`src/rtl/shared_pkg.sv`:
```
// Shared types and default sizes for the FIFO access controller, its buffer and the bench.
package shared_pkg;

    typedef enum logic {
        SEL_P0 = 1'b0,
        SEL_P1 = 1'b1
    } arb_sel_e;

    localparam int unsigned NUM_REQ        = 2;
    localparam int unsigned FIFO_WIDTH_DEF = 16;
    localparam int unsigned FIFO_DEPTH_DEF = 8;

endpackage

```
`src/rtl/fifo_out_skid.sv`:
```
// Two-entry in-order output buffer; entry 0 is always the head.
module fifo_out_skid
    import shared_pkg::*;
#(
    parameter int unsigned WIDTH = FIFO_WIDTH_DEF
) (
    input  logic             clk,
    input  logic             rst_n,
    input  logic             push,
    input  logic [WIDTH-1:0] push_data,
    input  logic             pop,
    output logic [WIDTH-1:0] head_data,
    output logic [1:0]       count
);

    logic [WIDTH-1:0] ent0;
    logic [WIDTH-1:0] ent1;

    // Push lands behind whatever survives the pop in the same cycle.
    always_ff @(posedge clk) begin
        if (!rst_n) begin
            count <= 2'd0;
            ent0  <= '0;
            ent1  <= '0;
        end else begin
            unique case ({push, pop})
                2'b10: begin
                    if (count == 2'd0) ent0 <= push_data;
                    else               ent1 <= push_data;
                    count <= count + 2'd1;
                end
                2'b01: begin
                    ent0  <= ent1;
                    count <= count - 2'd1;
                end
                2'b11: begin
                    if (count == 2'd1) begin
                        ent0 <= push_data;
                    end else begin
                        ent0 <= ent1;
                        ent1 <= push_data;
                    end
                end
                default: ;
            endcase
        end
    end

    assign head_data = ent0;

    a_no_overflow: assert property (@(posedge clk) disable iff (!rst_n)
        !(push && !pop && count == 2'd2));
    a_no_underflow: assert property (@(posedge clk) disable iff (!rst_n)
        !(pop && count == 2'd0));

endmodule

```
`src/rtl/fifo_access_ctrl.sv`:
```
// Shares one synchronous FIFO between two round-robin writers and drains it to a
// valid/ready consumer, absorbing the FIFO read latency; flags protocol errors.
module fifo_access_ctrl
    import shared_pkg::*;
#(
    parameter int unsigned FIFO_WIDTH = FIFO_WIDTH_DEF,
    parameter int unsigned FIFO_DEPTH = FIFO_DEPTH_DEF
) (
    input  logic                  clk,
    input  logic                  rst_n,
    input  logic                  p0_req,
    input  logic [FIFO_WIDTH-1:0] p0_data,
    output logic                  p0_gnt,
    input  logic                  p1_req,
    input  logic [FIFO_WIDTH-1:0] p1_data,
    output logic                  p1_gnt,
    output logic                  fifo_wr_en,
    output logic [FIFO_WIDTH-1:0] fifo_data_in,
    input  logic                  fifo_full,
    input  logic                  fifo_wr_ack,
    input  logic                  fifo_overflow,
    output logic                  fifo_rd_en,
    input  logic [FIFO_WIDTH-1:0] fifo_data_out,
    input  logic                  fifo_empty,
    input  logic                  fifo_underflow,
    output logic                  m_valid,
    output logic [FIFO_WIDTH-1:0] m_data,
    input  logic                  m_ready,
    output logic                  err_wr,
    output logic                  err_rd
);

    arb_sel_e   rr_last;
    logic       wr_pending;
    logic       inflight;
    logic       pop;
    logic [1:0] buf_count;
    logic [2:0] occ;

    // Zero-latency round-robin grant; the requester that did not win last goes first on a tie.
    always_comb begin
        p0_gnt       = 1'b0;
        p1_gnt       = 1'b0;
        fifo_data_in = '0;
        if (rst_n && !fifo_full) begin
            if (p0_req && (!p1_req || rr_last == SEL_P1)) begin
                p0_gnt       = 1'b1;
                fifo_data_in = p0_data;
            end else if (p1_req) begin
                p1_gnt       = 1'b1;
                fifo_data_in = p1_data;
            end
        end
    end

    assign fifo_wr_en = p0_gnt | p1_gnt;

    // Read only while buffer plus in-flight word, after this cycle's pop, leaves a free slot.
    assign pop        = m_valid & m_ready;
    assign occ        = 3'(buf_count) + 3'(inflight) - 3'(pop);
    assign fifo_rd_en = rst_n & ~fifo_empty & (occ < 3'd2);
    assign m_valid    = (buf_count != 2'd0);

    always_ff @(posedge clk) begin
        if (!rst_n) begin
            rr_last    <= SEL_P1;
            wr_pending <= 1'b0;
            inflight   <= 1'b0;
            err_wr     <= 1'b0;
            err_rd     <= 1'b0;
        end else begin
            if (p0_gnt)      rr_last <= SEL_P0;
            else if (p1_gnt) rr_last <= SEL_P1;
            wr_pending <= fifo_wr_en;
            inflight   <= fifo_rd_en;
            if ((wr_pending && !fifo_wr_ack) || fifo_overflow) err_wr <= 1'b1;
            if (fifo_underflow || (fifo_rd_en && fifo_empty))  err_rd <= 1'b1;
        end
    end

    fifo_out_skid #(
        .WIDTH (FIFO_WIDTH)
    ) u_skid (
        .clk       (clk),
        .rst_n     (rst_n),
        .push      (inflight),
        .push_data (fifo_data_out),
        .pop       (pop),
        .head_data (m_data),
        .count     (buf_count)
    );

    a_depth: assert property (@(posedge clk) FIFO_DEPTH >= 2);

endmodule

```
`config.mk`:
```
export PLATFORM = sky130hd
export DESIGN_NAME = fifo_access_ctrl
export DESIGN_NICKNAME = d
export VERILOG_FILES = /design/src/rtl/shared_pkg.sv /design/src/rtl/fifo_out_skid.sv /design/src/rtl/fifo_access_ctrl.sv
export SDC_FILE = /design/constraint.sdc
export NUM_CORES = 1
export LEC_CHECK = 0
export ABC_AREA = 1
export BUFFER_PORTS_ARGS = -buffer_cell sky130_fd_sc_hd__buf_2
export CORE_ASPECT_RATIO = 1.25
export CORE_MARGIN = 3
export CORE_UTILIZATION = 44
export DETAILED_ROUTE_END_ITERATION = 7
export PLACE_DENSITY = 0.85
export SLEW_MARGIN = 20
export SYNTH_ARGS = -nofsm -noshare
export SYNTH_HDL_FRONTEND = slang
export SYNTH_SLANG_ARGS = --single-unit
```
`constraint.sdc`:
```
create_clock -name clk -period 2.1 [get_ports clk]
set_clock_uncertainty 0.1 [all_clocks]
set_input_delay 0.42 -clock clk [delete_from_list [all_inputs] [get_ports clk]]
set_output_delay 0.42 -clock clk [all_outputs]
set_load 0.05 [all_outputs]
```
==> impl_summary.log, run 1 <==
INFO  metric placedCellCount = roughly 560
INFO  metric post-route-period-util = 126%
INFO  metric finalWeightedCongestion = 0.818
INFO  metric net-switching-power = about 2.1 mW
INFO  metric regArea = 787 um^2
INFO  metric min_period = 2.65 ns
INFO  metric critical_path.cell_chain = inv_4 -> ha_4 -> inv_8 -> nand2_8 -> nor2_4 -> o21ai_2 -> fa_1 -> nand2_2 -> nor3_4 -> buf_6
INFO  metric achievable-frequency = 378 MHz
INFO  metric cts-htree-levels = 2
INFO  metric post_dp_cell_area = around 3000 um^2
INFO  metric layout.cell_area.non_filler = between 3000 and 4000 um^2
INFO  metric final_max_slew_viol_count = 0
INFO  metric finalWirelength = 7200 um
INFO  metric critical_path_startpoint_category = register
INFO  metric globalRoute.totalOverflow = 0
INFO  metric die_h = 87.8 um
INFO  metric pwr_density_cell = 1280 nW/um^2
INFO  metric synth_top_flop_cell = sky130_fd_sc_hd__dfxtp_1
INFO  metric max_cap_viol_count = 0
INFO  metric route.detailed.drc = 0
INFO  metric clk_pin_slew_worst_paths = ~0.08 ns
INFO  metric fin_nets = between 500 and 600
INFO  metric syn_area_per_cell = 5.84 um^2
INFO  metric slowest_delay = 0.50 ns
INFO  metric grt_first_pass_wirelength = 10900 um
INFO  metric setup_repair_after_global_routing_missed_its_margin = true
INFO  metric clock_power_share = 12.4%
INFO  metric insertedDiodeCount = 0
INFO  metric total_power = around 4.1 mW
INFO  metric synthesized_nets = 466
INFO  metric cpLargestDelayFamily = adder cells
INFO  metric core_area = slightly above 5000 um^2
INFO  metric number_of_buffers_created_by_cts = 5
INFO  metric netlist_instances = 403
INFO  metric post-route-worst-setup-slack = -0.549 ns
INFO  metric timing.final.setup_violations = 1
INFO  metric peakVddDrop = roughly 0.00080 V
INFO  metric syn2layout_area_growth = 36.3%
INFO  metric synth_area_leaders = sky130_fd_sc_hd__dfxtp_1, sky130_fd_sc_hd__nand2_1, sky130_fd_sc_hd__nor2_1
INFO  metric violated_checks = negative setup slack
INFO  metric final_cell_count_no_fill = 572
INFO  metric crit_path_top_delay_cell = sky130_fd_sc_hd__fa_1
INFO  metric layout-drive-gt1-share = roughly 30%
INFO  metric synth.yosys.warnings = 0
INFO  metric worst_ep_required_time = 1.58 ns
INFO  metric initial_utilization = 46.0%
INFO  metric grt_start_max_net_pins = 35
INFO  metric cts-root-to-sink-buffers = 2
INFO  metric synthMostInstantiatedCell = sky130_fd_sc_hd__nand2_1
INFO  metric yosysTopAreaCell = sky130_fd_sc_hd__dfxtp_1
INFO  metric power_frac_seq = between 20% and 30%
INFO  metric worstPathMaxFanout = 3
INFO  metric async_reset_ff_share = 0%
INFO  metric antenna_left = 0
INFO  metric grt.total_usage = 21.6%
INFO  metric syn-cell-area = between 2000 and 2500 um^2
INFO  metric die_w = 71.4 um
INFO  metric cts_hold_buf = 0
INFO  metric first_global_vias = 2429
INFO  metric drt-pass1-iter-count = 4
INFO  metric combPwrFrac = roughly three fifths
INFO  metric num_vias = 2818
INFO  metric cts_num_sinks = 39
INFO  metric antenna_found_initial = 0
INFO  metric setup.worst_path.class = register to output port
INFO  metric detailed_place_hpwl = 4820 um
INFO  metric worst_setup_path_end_kind = output port
INFO  metric result_of_the_run = finished, violations left
INFO  metric maxSlewHeadroom = 74.1%
INFO  metric clkLatencyLatePin = 0.30 ns
INFO  metric fp-row-count = 29
INFO  metric fin_setup_tns = -0.549 ns
INFO  metric timing.critical_path.buf_inv = 3
INFO  metric synthDistinctLibCells = 20
INFO  metric initialDrtViolationCount = between 200 and 250
INFO  metric slew_at_the_pin_closest_to_its_max_slew_limit = 0.387 ns
INFO  metric synth_top_area_share = 33.2%
INFO  metric tritoncts = done
INFO  metric p_int = 2.01 mW
INFO  metric switching_share = 51.2%
INFO  metric cts_root_buffer = sky130_fd_sc_hd__clkbuf_8
INFO  metric floorplan.die_area = 6270 um^2
INFO  metric pre_cts_ws = -0.321 ns
INFO  metric numPortBuffers = 96
INFO  metric cellLeakagePower = roughly 1.8 nW
INFO  metric synth-seq-cells = 39
INFO  metric synth_seq_area_share = 33.2%
INFO  metric multiInputGateArea = ~1400 um^2
INFO  metric nFillCells = ~480
INFO  metric design.portCount = 97
INFO  metric cp_data_arrival_time = ~2.1 ns
INFO  metric routed_vias_inst = 4.93
INFO  metric synth.cells.most_frequent = sky130_fd_sc_hd__nand2_1, sky130_fd_sc_hd__nor2_1, sky130_fd_sc_hd__dfxtp_1
INFO  metric synth_enable_flop_cells = 0
INFO  metric min-delay-path-class = primary input to register
INFO  metric finalHoldViolations = 0
INFO  metric wl_per_cell = 12.6 um
[sequential cells by signal, summed over array words and instances, names as in the netlist]
register and cells:
u_skid.ent1 16, err_rd 1, u_skid.count 2, rr_last 1
u_skid.head_data 16, err_wr 1, wr_pending 1, inflight 1
[path summary, 6_finish.rpt]
path                           startpoint             endpoint  slack (ns)  cells past startpoint
max          u_skid.count[0]$_SDFFE_PN0P_           fifo_rd_en       -0.55                     10
max reg2reg  u_skid.count[0]$_SDFFE_PN0P_  inflight$_SDFF_PN0_        0.16                     10
min                        fifo_underflow  err_rd$_SDFFE_PN0P_        0.21                      3
min reg2reg           err_rd$_SDFFE_PN0P_  err_rd$_SDFFE_PN0P_        0.38                      2
[cell families (layout without fill, tap and decap cells)]
logic type               after synthesis  count (layout)  share of synthesized area [%]
XOR/XNOR                               3               3                           1.12
AND/OR/NAND/NOR                      285             285                           48.5
adder cells (fa/ha/maj)                5               5                           2.98
buffers and inverters                 51             158                           9.99
AO/OA/AOI/OAI                         20              20                           4.25
flip-flops                            39              39                           33.2
[per-stage QoR]
stage | hold slack, ns | util [%]
after floorplan | 0.322 | -
after global placement | 0.331 | 58.2
final | 0.215 | 62.7
after detailed placement | 0.345 | 58.2
after CTS | 0.213 | 60.7
after global routing | 0.217 | 62.7
[worst register-to-register path, stage by stage, from the launching register on]
cell and delay (ns):
sky130_fd_sc_hd__dfxtp_4 0.37, sky130_fd_sc_hd__inv_4 0.04, sky130_fd_sc_hd__ha_4 0.17, sky130_fd_sc_hd__inv_8 0.06, sky130_fd_sc_hd__nand2_8 0.05, sky130_fd_sc_hd__nor2_4 0.11
sky130_fd_sc_hd__o21ai_2 0.08, sky130_fd_sc_hd__fa_1 0.50, sky130_fd_sc_hd__nand2_2 0.09, sky130_fd_sc_hd__buf_4 0.16, sky130_fd_sc_hd__nor3_1 0.15
[what timing repair did]
action / in CTS / in global routing
buffers inserted: 2 / 1
pin swaps: 2 / 2
gates cloned: 0 / 3
resized for setup: 11 / 40
endpoints found under the setup margin: 17 / 18
[area by class of cell]
| cell class | count | area share (%) |
|---|---|---|
| inverters | 32 | 4.37 |
| flip-flops and latches | 39 | 24.5 |
| clock buffers | 6 | 2.26 |
| clock inverters | 2 | 0.390 |
| repair inverters | 3 | 0.507 |
| repair buffers | 115 | 21.6 |
| well taps | 62 | 2.42 |
| multi-input cells | 313 | 43.9 |
[cells in the final DEF, fill, tap and decap left out, types with 4 or more instances in the layout]
cell type,n
sky130_fd_sc_hd__nand2_1,167
sky130_fd_sc_hd__nor2_1,69
sky130_fd_sc_hd__inv_2,5
sky130_fd_sc_hd__inv_1,23
sky130_fd_sc_hd__nand3_1,33
sky130_fd_sc_hd__clkbuf_8,5
sky130_fd_sc_hd__buf_6,7
sky130_fd_sc_hd__nor2_2,4
sky130_fd_sc_hd__dfxtp_1,36
sky130_fd_sc_hd__buf_4,29
sky130_fd_sc_hd__o21ai_0,17
sky130_fd_sc_hd__buf_2,79
[layer usage]
metal  routed length (um)  GRT usage, %  vias up
li1                     -             -     1438
met1                 2780          25.7     1259
met2                 3770          38.1      100
met3                  441          4.13       21
met4                  210          8.21        0
met5                    0             0        -
[power by group through the flow]
stage / clock [mW] / combinational [mW] / sequential, mW
2_1_floorplan: 0 / 1.27 / 1.74
3_3_place_gp: 0 / 2.28 / 1.20
3_5_place_dp: 0 / 2.34 / 1.21
4_1_cts: 0.527 / 2.38 / 1.20
5_1_grt: 0.551 / 2.66 / 1.23
6_report: 0.509 / 2.40 / 1.20
Note: power is estimated with default switching activity, not from simulation.
==> run 2: changes to the inputs <==
- PLACE_DENSITY: 0.85 -> 0.84
- SYNTH_HIERARCHICAL: default -> 1
==> run 2 against run 1 <==
The run still ends with negative setup slack left. Sequential power about the same. Via count decreased by 7.1%. Synthesized area increased by 4.9%. Critical path type unchanged.
==> impl_summary.log, run 2 <==
INFO  metric result_of_the_run = finished, violations left
INFO  metric synth_area_leaders = sky130_fd_sc_hd__dfxtp_1, sky130_fd_sc_hd__nand2_1, sky130_fd_sc_hd__nand3_1
INFO  metric setup.worst_path.class = register to output port
INFO  metric initialDrtViolationCount = 257
INFO  metric cts_hold_buf = 0
INFO  metric syn2layout_area_growth = 30.1%
INFO  metric async_reset_ff_share = 0%
INFO  metric whs_path_depth = 2
INFO  metric synth.yosys.warnings = 6
INFO  metric max_cap_viol_count = 0
INFO  metric drt-pass1-iter-count = 4
INFO  metric critical_path_startpoint_category = register
INFO  metric synth_top_flop_cell = sky130_fd_sc_hd__dfxtp_1
INFO  metric layout.cell_area.non_filler = 3210 um^2
INFO  metric insertedDiodeCount = 0
INFO  metric placedCellCount = between 500 and 600
INFO  metric peakVddDrop = between 0.0006 and 0.0007 V
INFO  metric synth_enable_flop_cells = 0
INFO  metric cts-htree-levels = 2
INFO  metric dr_wl_met2 = 3210 um
INFO  metric core_area = 5260 um^2
INFO  metric whs_endpoint = inflight$_SDFF_PN0_
INFO  metric slowest_delay = about 0.5 ns
INFO  metric antenna_found_initial = 0
INFO  metric num_vias = about 2600
INFO  metric finalHoldViolations = 0
INFO  metric floorplan.die_area = 6550 um^2
INFO  metric grt_first_pass_wirelength = approximately 11000 um
INFO  metric crit_path_top_delay_cell = sky130_fd_sc_hd__fa_1
INFO  metric nFillCells = around 470
INFO  metric min-delay-path-class = primary input to register
INFO  metric syn-cell-area = 2470 um^2
INFO  metric hp-start = fifo_empty
INFO  metric antenna_left = 0
INFO  metric clkLatencyLatePin = 0.29 ns
INFO  metric design.portCount = 97
INFO  metric synthesized_nets = 428
INFO  metric route.detailed.drc = 0
INFO  metric yosysTopAreaCell = sky130_fd_sc_hd__dfxtp_1
INFO  metric synth_top_area_share = 31.6%
INFO  metric first_global_vias = 2491
INFO  metric worst_ep_required_time = 1.58 ns
INFO  metric timing.final.setup_violations = 1
INFO  metric synthMostInstantiatedCell = sky130_fd_sc_hd__nand2_1
INFO  metric worst_setup_path_end_kind = output port
INFO  metric worst-r2r-cell-count = 8
INFO  metric synthDistinctLibCells = 27
INFO  metric pwr_density_cell = 1360 nW/um^2
INFO  metric critical_path.cell_chain = o21a_1 -> ha_1 -> inv_1 -> nand2_1 -> fa_1 -> nand2_2 -> nor3_4 -> buf_6
INFO  metric synth-seq-cells = 39
INFO  metric r2r_setup_slack = 0.15 ns
INFO  metric routed_vias_inst = approximately 5.0
INFO  metric globalRoute.totalOverflow = 0
INFO  metric final_max_slew_viol_count = 0
INFO  metric synth.cells.most_frequent = sky130_fd_sc_hd__nand2_1, sky130_fd_sc_hd__nor2_1, sky130_fd_sc_hd__nand3_1
INFO  metric detailed_place_hpwl = ~4600 um
INFO  metric cts_setup_buffers = 0
INFO  metric die_h = 89.7 um
INFO  metric finalWirelength = 6340 um
INFO  metric fin_setup_tns = -0.553 ns
INFO  metric wl_met3 = around 530 um
INFO  metric finalCoreUtilization = 61.0%
INFO  metric fin_nets = 525
INFO  metric regArea = 783 um^2
INFO  metric timing.critical_path.buf_inv = 2
INFO  metric finalWeightedCongestion = 0.756
INFO  metric achievable-frequency = 377 MHz
INFO  metric die_w = 73.0 um
INFO  metric post-route-period-util = 126%
INFO  metric cpLargestDelayFamily = adder cells
INFO  metric grt.total_usage = 19.8%
INFO  metric numPortBuffers = 96
INFO  metric initial_utilization = 46.9%
INFO  metric crit-reg2reg-capture = inflight$_SDFF_PN0_
INFO  metric synth_seq_area_share = 31.6%
INFO  metric fp-row-count = 29
INFO  metric syn_area_per_cell = just under 7 um^2
INFO  metric tritoncts = done
INFO  metric violated_checks = negative setup slack
INFO  metric setup_repair_after_global_routing_missed_its_margin = true
INFO  metric cts_num_sinks = 39
INFO  metric post_dp_cell_area = just over 3000 um^2
INFO  metric r2r-start = u_skid/count[0]$_SDFFE_PN0P_
INFO  metric slew_at_the_pin_closest_to_its_max_slew_limit = 0.372 ns
INFO  metric dr.max_layer_used = met4
INFO  metric mostFrequentLayoutCells = sky130_fd_sc_hd__buf_2, sky130_fd_sc_hd__nand2_1, sky130_fd_sc_hd__nor2_1
INFO  metric fin_hold_ws = ~0.23 ns
INFO  metric layout.cells.most_common = sky130_fd_sc_hd__buf_2
INFO  metric cp_data_arrival_time = 2.13 ns
INFO  metric final_cell_count_no_fill = 522
INFO  metric min_period = 2.65 ns
INFO  metric layout-drive-gt1-share = 32.8%
INFO  metric detail_route.wirelength.met1 = 2380 um
INFO  metric cts_root_buffer = sky130_fd_sc_hd__clkbuf_8
INFO  metric wl_per_cell = 12.1 um
INFO  metric cts-root-to-sink-buffers = 2
INFO  metric worstPathMaxFanout = 2
INFO  metric grt_start_max_net_pins = 49
INFO  metric maxSlewHeadroom = between 70% and 80%
INFO  metric post-route-worst-setup-slack = -0.553 ns
INFO  metric multiInputGateArea = 1390 um^2
INFO  metric number_of_buffers_created_by_cts = 5
INFO  metric cellLeakagePower = 1.78 nW
INFO  metric clk_pin_slew_worst_paths = 0.08 ns
INFO  metric netlist_instances = ~360
## run 2: cell count changes after synthesis, sizes merged, moves of 2 or more
cell,before,now
nand3b,0,16
nand3,35,49
inv,32,50
nand2,172,81
ha,4,7
nor2,75,52
a21oi,2,20
a21boi,0,2
buf,15,17
## run 2: what timing repair did
item                                    CTS  global route
endpoints found under the hold margin     0             0
cloned                                    1             0
resized for setup                        14             7
pin swaps                                 0             1
endpoints found under the setup margin   17            18
## run 2: worst max-delay path by stage
stage,startpoint,end,slack [ns],depth (start not counted)
CTS,u_skid/count[0]$_SDFFE_PN0P_,fifo_rd_en,-0.56,8
global route,u_skid/count[0]$_SDFFE_PN0P_,fifo_rd_en,-0.65,8
finish,u_skid/count[0]$_SDFFE_PN0P_,fifo_rd_en,-0.55,8
global placement,m_ready,fifo_rd_en,-0.42,9
detailed placement,m_ready,fifo_rd_en,-0.48,9
floorplan,u_skid/count[0]$_SDFFE_PN0P_,fifo_rd_en,-0.39,7
## run 2: area by class of cell
class	count	share of cell area, %
clock buffers	5	2.14
clock inverters	3	1.36
inverters	50	5.85
multi-input cells	254	43.4
flip-flops and latches	39	24.4
well taps	62	2.42
repair buffers	109	20.5
## run 2: per-layer routing
metal / vias to the layer above / track usage [%]
li1: 1327 / -
met1: 1141 / 21.3
met2: 128 / 35.4
met3: 21 / 4.91
met4: 0 / 8.31
met5: - / 0
## run 2: cells by family after synthesis
logic type	synth area share [%]
adder cells (fa/ha/maj)	4.36
AND/OR/NAND/NOR	37.8
AO/OA/AOI/OAI	12.3
buffers and inverters	13.2
XOR/XNOR	0.710
flip-flops	31.6
## run 2: through the flow
stage               setup slack (ns)  total power [mW]
floorplan                     -0.388              3.16
global route                  -0.649              4.72
CTS                           -0.559              4.39
detailed placement            -0.476              3.70
finish                        -0.553              4.36
global placement              -0.423              3.62
## run 2: report_power, final
group / internal [mW] / leakage [nW] / switching (mW)
Combinational: 0.863 / 1.40 / 1.69
Clock: 0.354 / 0.0581 / 0.281
Sequential: 1.04 / 0.320 / 0.136
Total: 2.26 / 1.78 / 2.10
## run 2: worst register-to-register path, stage by stage (launching register included)
cell	delay (ns)
sky130_fd_sc_hd__dfxtp_2	0.33
sky130_fd_sc_hd__o21a_1	0.19
sky130_fd_sc_hd__ha_1	0.29
sky130_fd_sc_hd__inv_1	0.05
sky130_fd_sc_hd__nand2_1	0.06
sky130_fd_sc_hd__fa_1	0.50
sky130_fd_sc_hd__nand2_2	0.08
sky130_fd_sc_hd__buf_4	0.13
sky130_fd_sc_hd__nor3_1	0.15
==> run 3: changes to the inputs <==
- CORE_UTILIZATION: 44 -> 45
- CTS_BUF_LIST: default -> sky130_fd_sc_hd__clkbuf_2
- GPL_TIMING_DRIVEN: default -> 0
- PLACE_DENSITY: 0.84 -> 0.87
- SYNTH_HIERARCHICAL: 1 -> default
==> run 3 against run 2 <==
The flow still finishes with violations (negative setup slack). Register-to-register slack got worse by 0.13 ns. Worst hold slack got worse by 0.14 ns. Final cell count up 13%. Non-clock buffer count up 27. Sequential share of layout area is 3.4 points lower. Combinational power grew 11%. Total power is 4.2% higher. Die area shrank 6.3%. Clock power shrank 23%. Utilization up 16 points. Critical path type unchanged. Largest cell class unchanged. Highest routed layer unchanged.
==> impl_summary.log, run 3 (same netlist as run 1, synthesis figures left out) <==
INFO  metric result_of_the_run = finished, violations left
INFO  metric violated_checks = negative setup slack
INFO  metric timing.final.setup_violations = 18
INFO  metric cts_num_sinks = 39
INFO  metric syn2layout_area_growth = 59.8%
INFO  metric placedCellCount = 558
INFO  metric post-route-period-util = 139%
INFO  metric routed_vias_inst = 5.55
INFO  metric insertedDiodeCount = 0
INFO  metric finalHoldViolations = 0
INFO  metric setup.worst_path.class = register to output port
INFO  metric layout.cells.most_common = sky130_fd_sc_hd__nand2_1
INFO  metric antenna_found_initial = 0
INFO  metric cellLeakagePower = 2.07 nW
INFO  metric grt.total_usage = 28.4%
INFO  metric finalWirelength = 10300 um
INFO  metric mostFrequentLayoutCells = sky130_fd_sc_hd__nand2_1, sky130_fd_sc_hd__buf_2, sky130_fd_sc_hd__nor2_1
INFO  metric design.portCount = 97
INFO  metric worstPathMaxFanout = 3
INFO  metric detailed_place_hpwl = 5040 um
INFO  metric number_of_buffers_created_by_cts = 5
INFO  metric clk_pin_slew_worst_paths = ~0.24 ns
INFO  metric peakVddDrop = 0.000733 V
INFO  metric final_cell_count_no_fill = around 590
INFO  metric tritoncts = done
INFO  metric achievable-frequency = 341 MHz
INFO  metric cts_root_buffer = sky130_fd_sc_hd__clkbuf_2
INFO  metric slowest_delay = ~0.43 ns
INFO  metric final_max_slew_viol_count = 0
INFO  metric pwr_density_cell = approximately 1200 nW/um^2
INFO  metric core_area = around 5000 um^2
INFO  metric grt_first_pass_wirelength = 14000 um
INFO  metric numPortBuffers = 95
INFO  metric fp-row-count = 28
INFO  metric finalWeightedCongestion = between 0.8 and 0.9
INFO  metric worst_ep_required_time = 1.58 ns
INFO  metric critical_path.cell_chain = inv_4 -> ha_4 -> inv_8 -> nand2_8 -> nor2_4 -> o21ai_2 -> fa_1 -> xor2_1 -> nor3_4 -> buf_6
INFO  metric post-route-worst-setup-slack = -0.829 ns
INFO  metric antenna_left = 0
INFO  metric fin_nets = 590
INFO  metric slew_at_the_pin_closest_to_its_max_slew_limit = 0.515 ns
INFO  metric worst_setup_path_end_kind = output port
INFO  metric cts-root-to-sink-buffers = 2
INFO  metric drt-pass1-iter-count = 5
INFO  metric grt_start_max_net_pins = 14
INFO  metric die_h = between 80 and 90 um
INFO  metric clkLatencyLatePin = 0.44 ns
INFO  metric pre_cts_ws = -0.401 ns
INFO  metric globalRoute.totalOverflow = 0
INFO  metric crit_path_top_delay_cell = sky130_fd_sc_hd__dfxtp_4
INFO  metric min-delay-path-class = primary input to register
INFO  metric initial_utilization = 48.0%
INFO  metric max_cap_viol_count = 0
INFO  metric layout-drive-gt1-share = 40.9%
INFO  metric initialDrtViolationCount = 310
INFO  metric num_vias = 3265
INFO  metric first_global_vias = 3033
INFO  metric die_w = 70.7 um
INFO  metric route.detailed.drc = 0
INFO  metric floorplan.die_area = 6140 um^2
INFO  metric cp_data_arrival_time = 2.41 ns
INFO  metric critical_path_startpoint_category = register
INFO  metric min_period = 2.93 ns
INFO  metric cts-htree-levels = 2
INFO  metric cts_hold_buf = 0
INFO  metric wl_per_cell = around 17 um
INFO  metric setup_repair_after_global_routing_missed_its_margin = true
INFO  metric maxSlewHeadroom = 65.6%
[run 3: repair_timing]
| item | 4_1_cts | 5_1_grt |
|---|---|---|
| buffers inserted | 15 | 7 |
| gates resized for setup | 90 | 84 |
| endpoints found under the setup margin | 25 | 33 |
| pin swaps | 23 | 29 |
| cloned | 1 | 2 |
[run 3: per-stage QoR]
stage	area (um^2)	setup TNS (ns)	power, mW	hold WS [ns]	utilization [%]
after floorplan	2410	-0.420	3.01	0.322	-
after global placement	2960	-0.400	3.47	0.332	60.4
after detailed placement	2960	-0.449	3.54	0.347	60.4
after CTS	3420	-1.62	4.16	0.102	69.7
after global routing	3760	-5.14	4.80	0.0837	76.7
final	3760	-4.02	4.54	0.0958	76.7
[run 3: worst paths after layout]
| kind | to | slack, ns | start | depth (start not counted) |
|---|---|---|---|---|
| setup reg to reg | u_skid.head_data[9]$_SDFFE_PN0P_ | 0.02 | u_skid.count[1]$_SDFFE_PN0P_ | 15 |
| hold reg to reg | err_wr$_SDFFE_PN0P_ | 0.41 | wr_pending$_SDFF_PN0_ | 2 |
| setup / recovery | fifo_rd_en | -0.83 | u_skid.count[1]$_SDFFE_PN0P_ | 10 |
| hold / removal | inflight$_SDFF_PN0_ | 0.1 | fifo_empty | 2 |
[run 3: layer usage]
layer	up-vias	routed length (um)	global-route usage [%]
li1	1480	-	-
met1	1450	3270	29.1
met2	243	5300	52.6
met3	92	810	6.24
met4	0	898	16.2
met5	-	0	0
[run 3: area by class of cell]
type / count / area (um^2)
sequential: 39 / 790
timing repair buffer: 118 / 887
clock buffer: 5 / 25.0
buffer: 18 / 139
tap: 60 / 75.1
inverter: 32 / 153
fill: 337 / 1140
clock inverter: 3 / 43.8
multi-input combinational: 313 / 1650
[run 3: report_power, final]
| group | switching [mW] | internal [mW] | total (mW) |
|---|---|---|---|
| sequential | 0.203 | 1.03 | 1.24 |
| combinational | 1.88 | 0.936 | 2.82 |
| clock | 0.289 | 0.202 | 0.490 |
[run 3: critical path: cells and delay by family, from the launching register on]
kind | cells | cell delay [ns]
xor+xnor | 1 | 0.36
buf+inv | 3 | 0.27
fa+ha+maj | 2 | 0.58
flops | 1 | 0.43
simple gates | 3 | 0.24
compound gates | 1 | 0.08
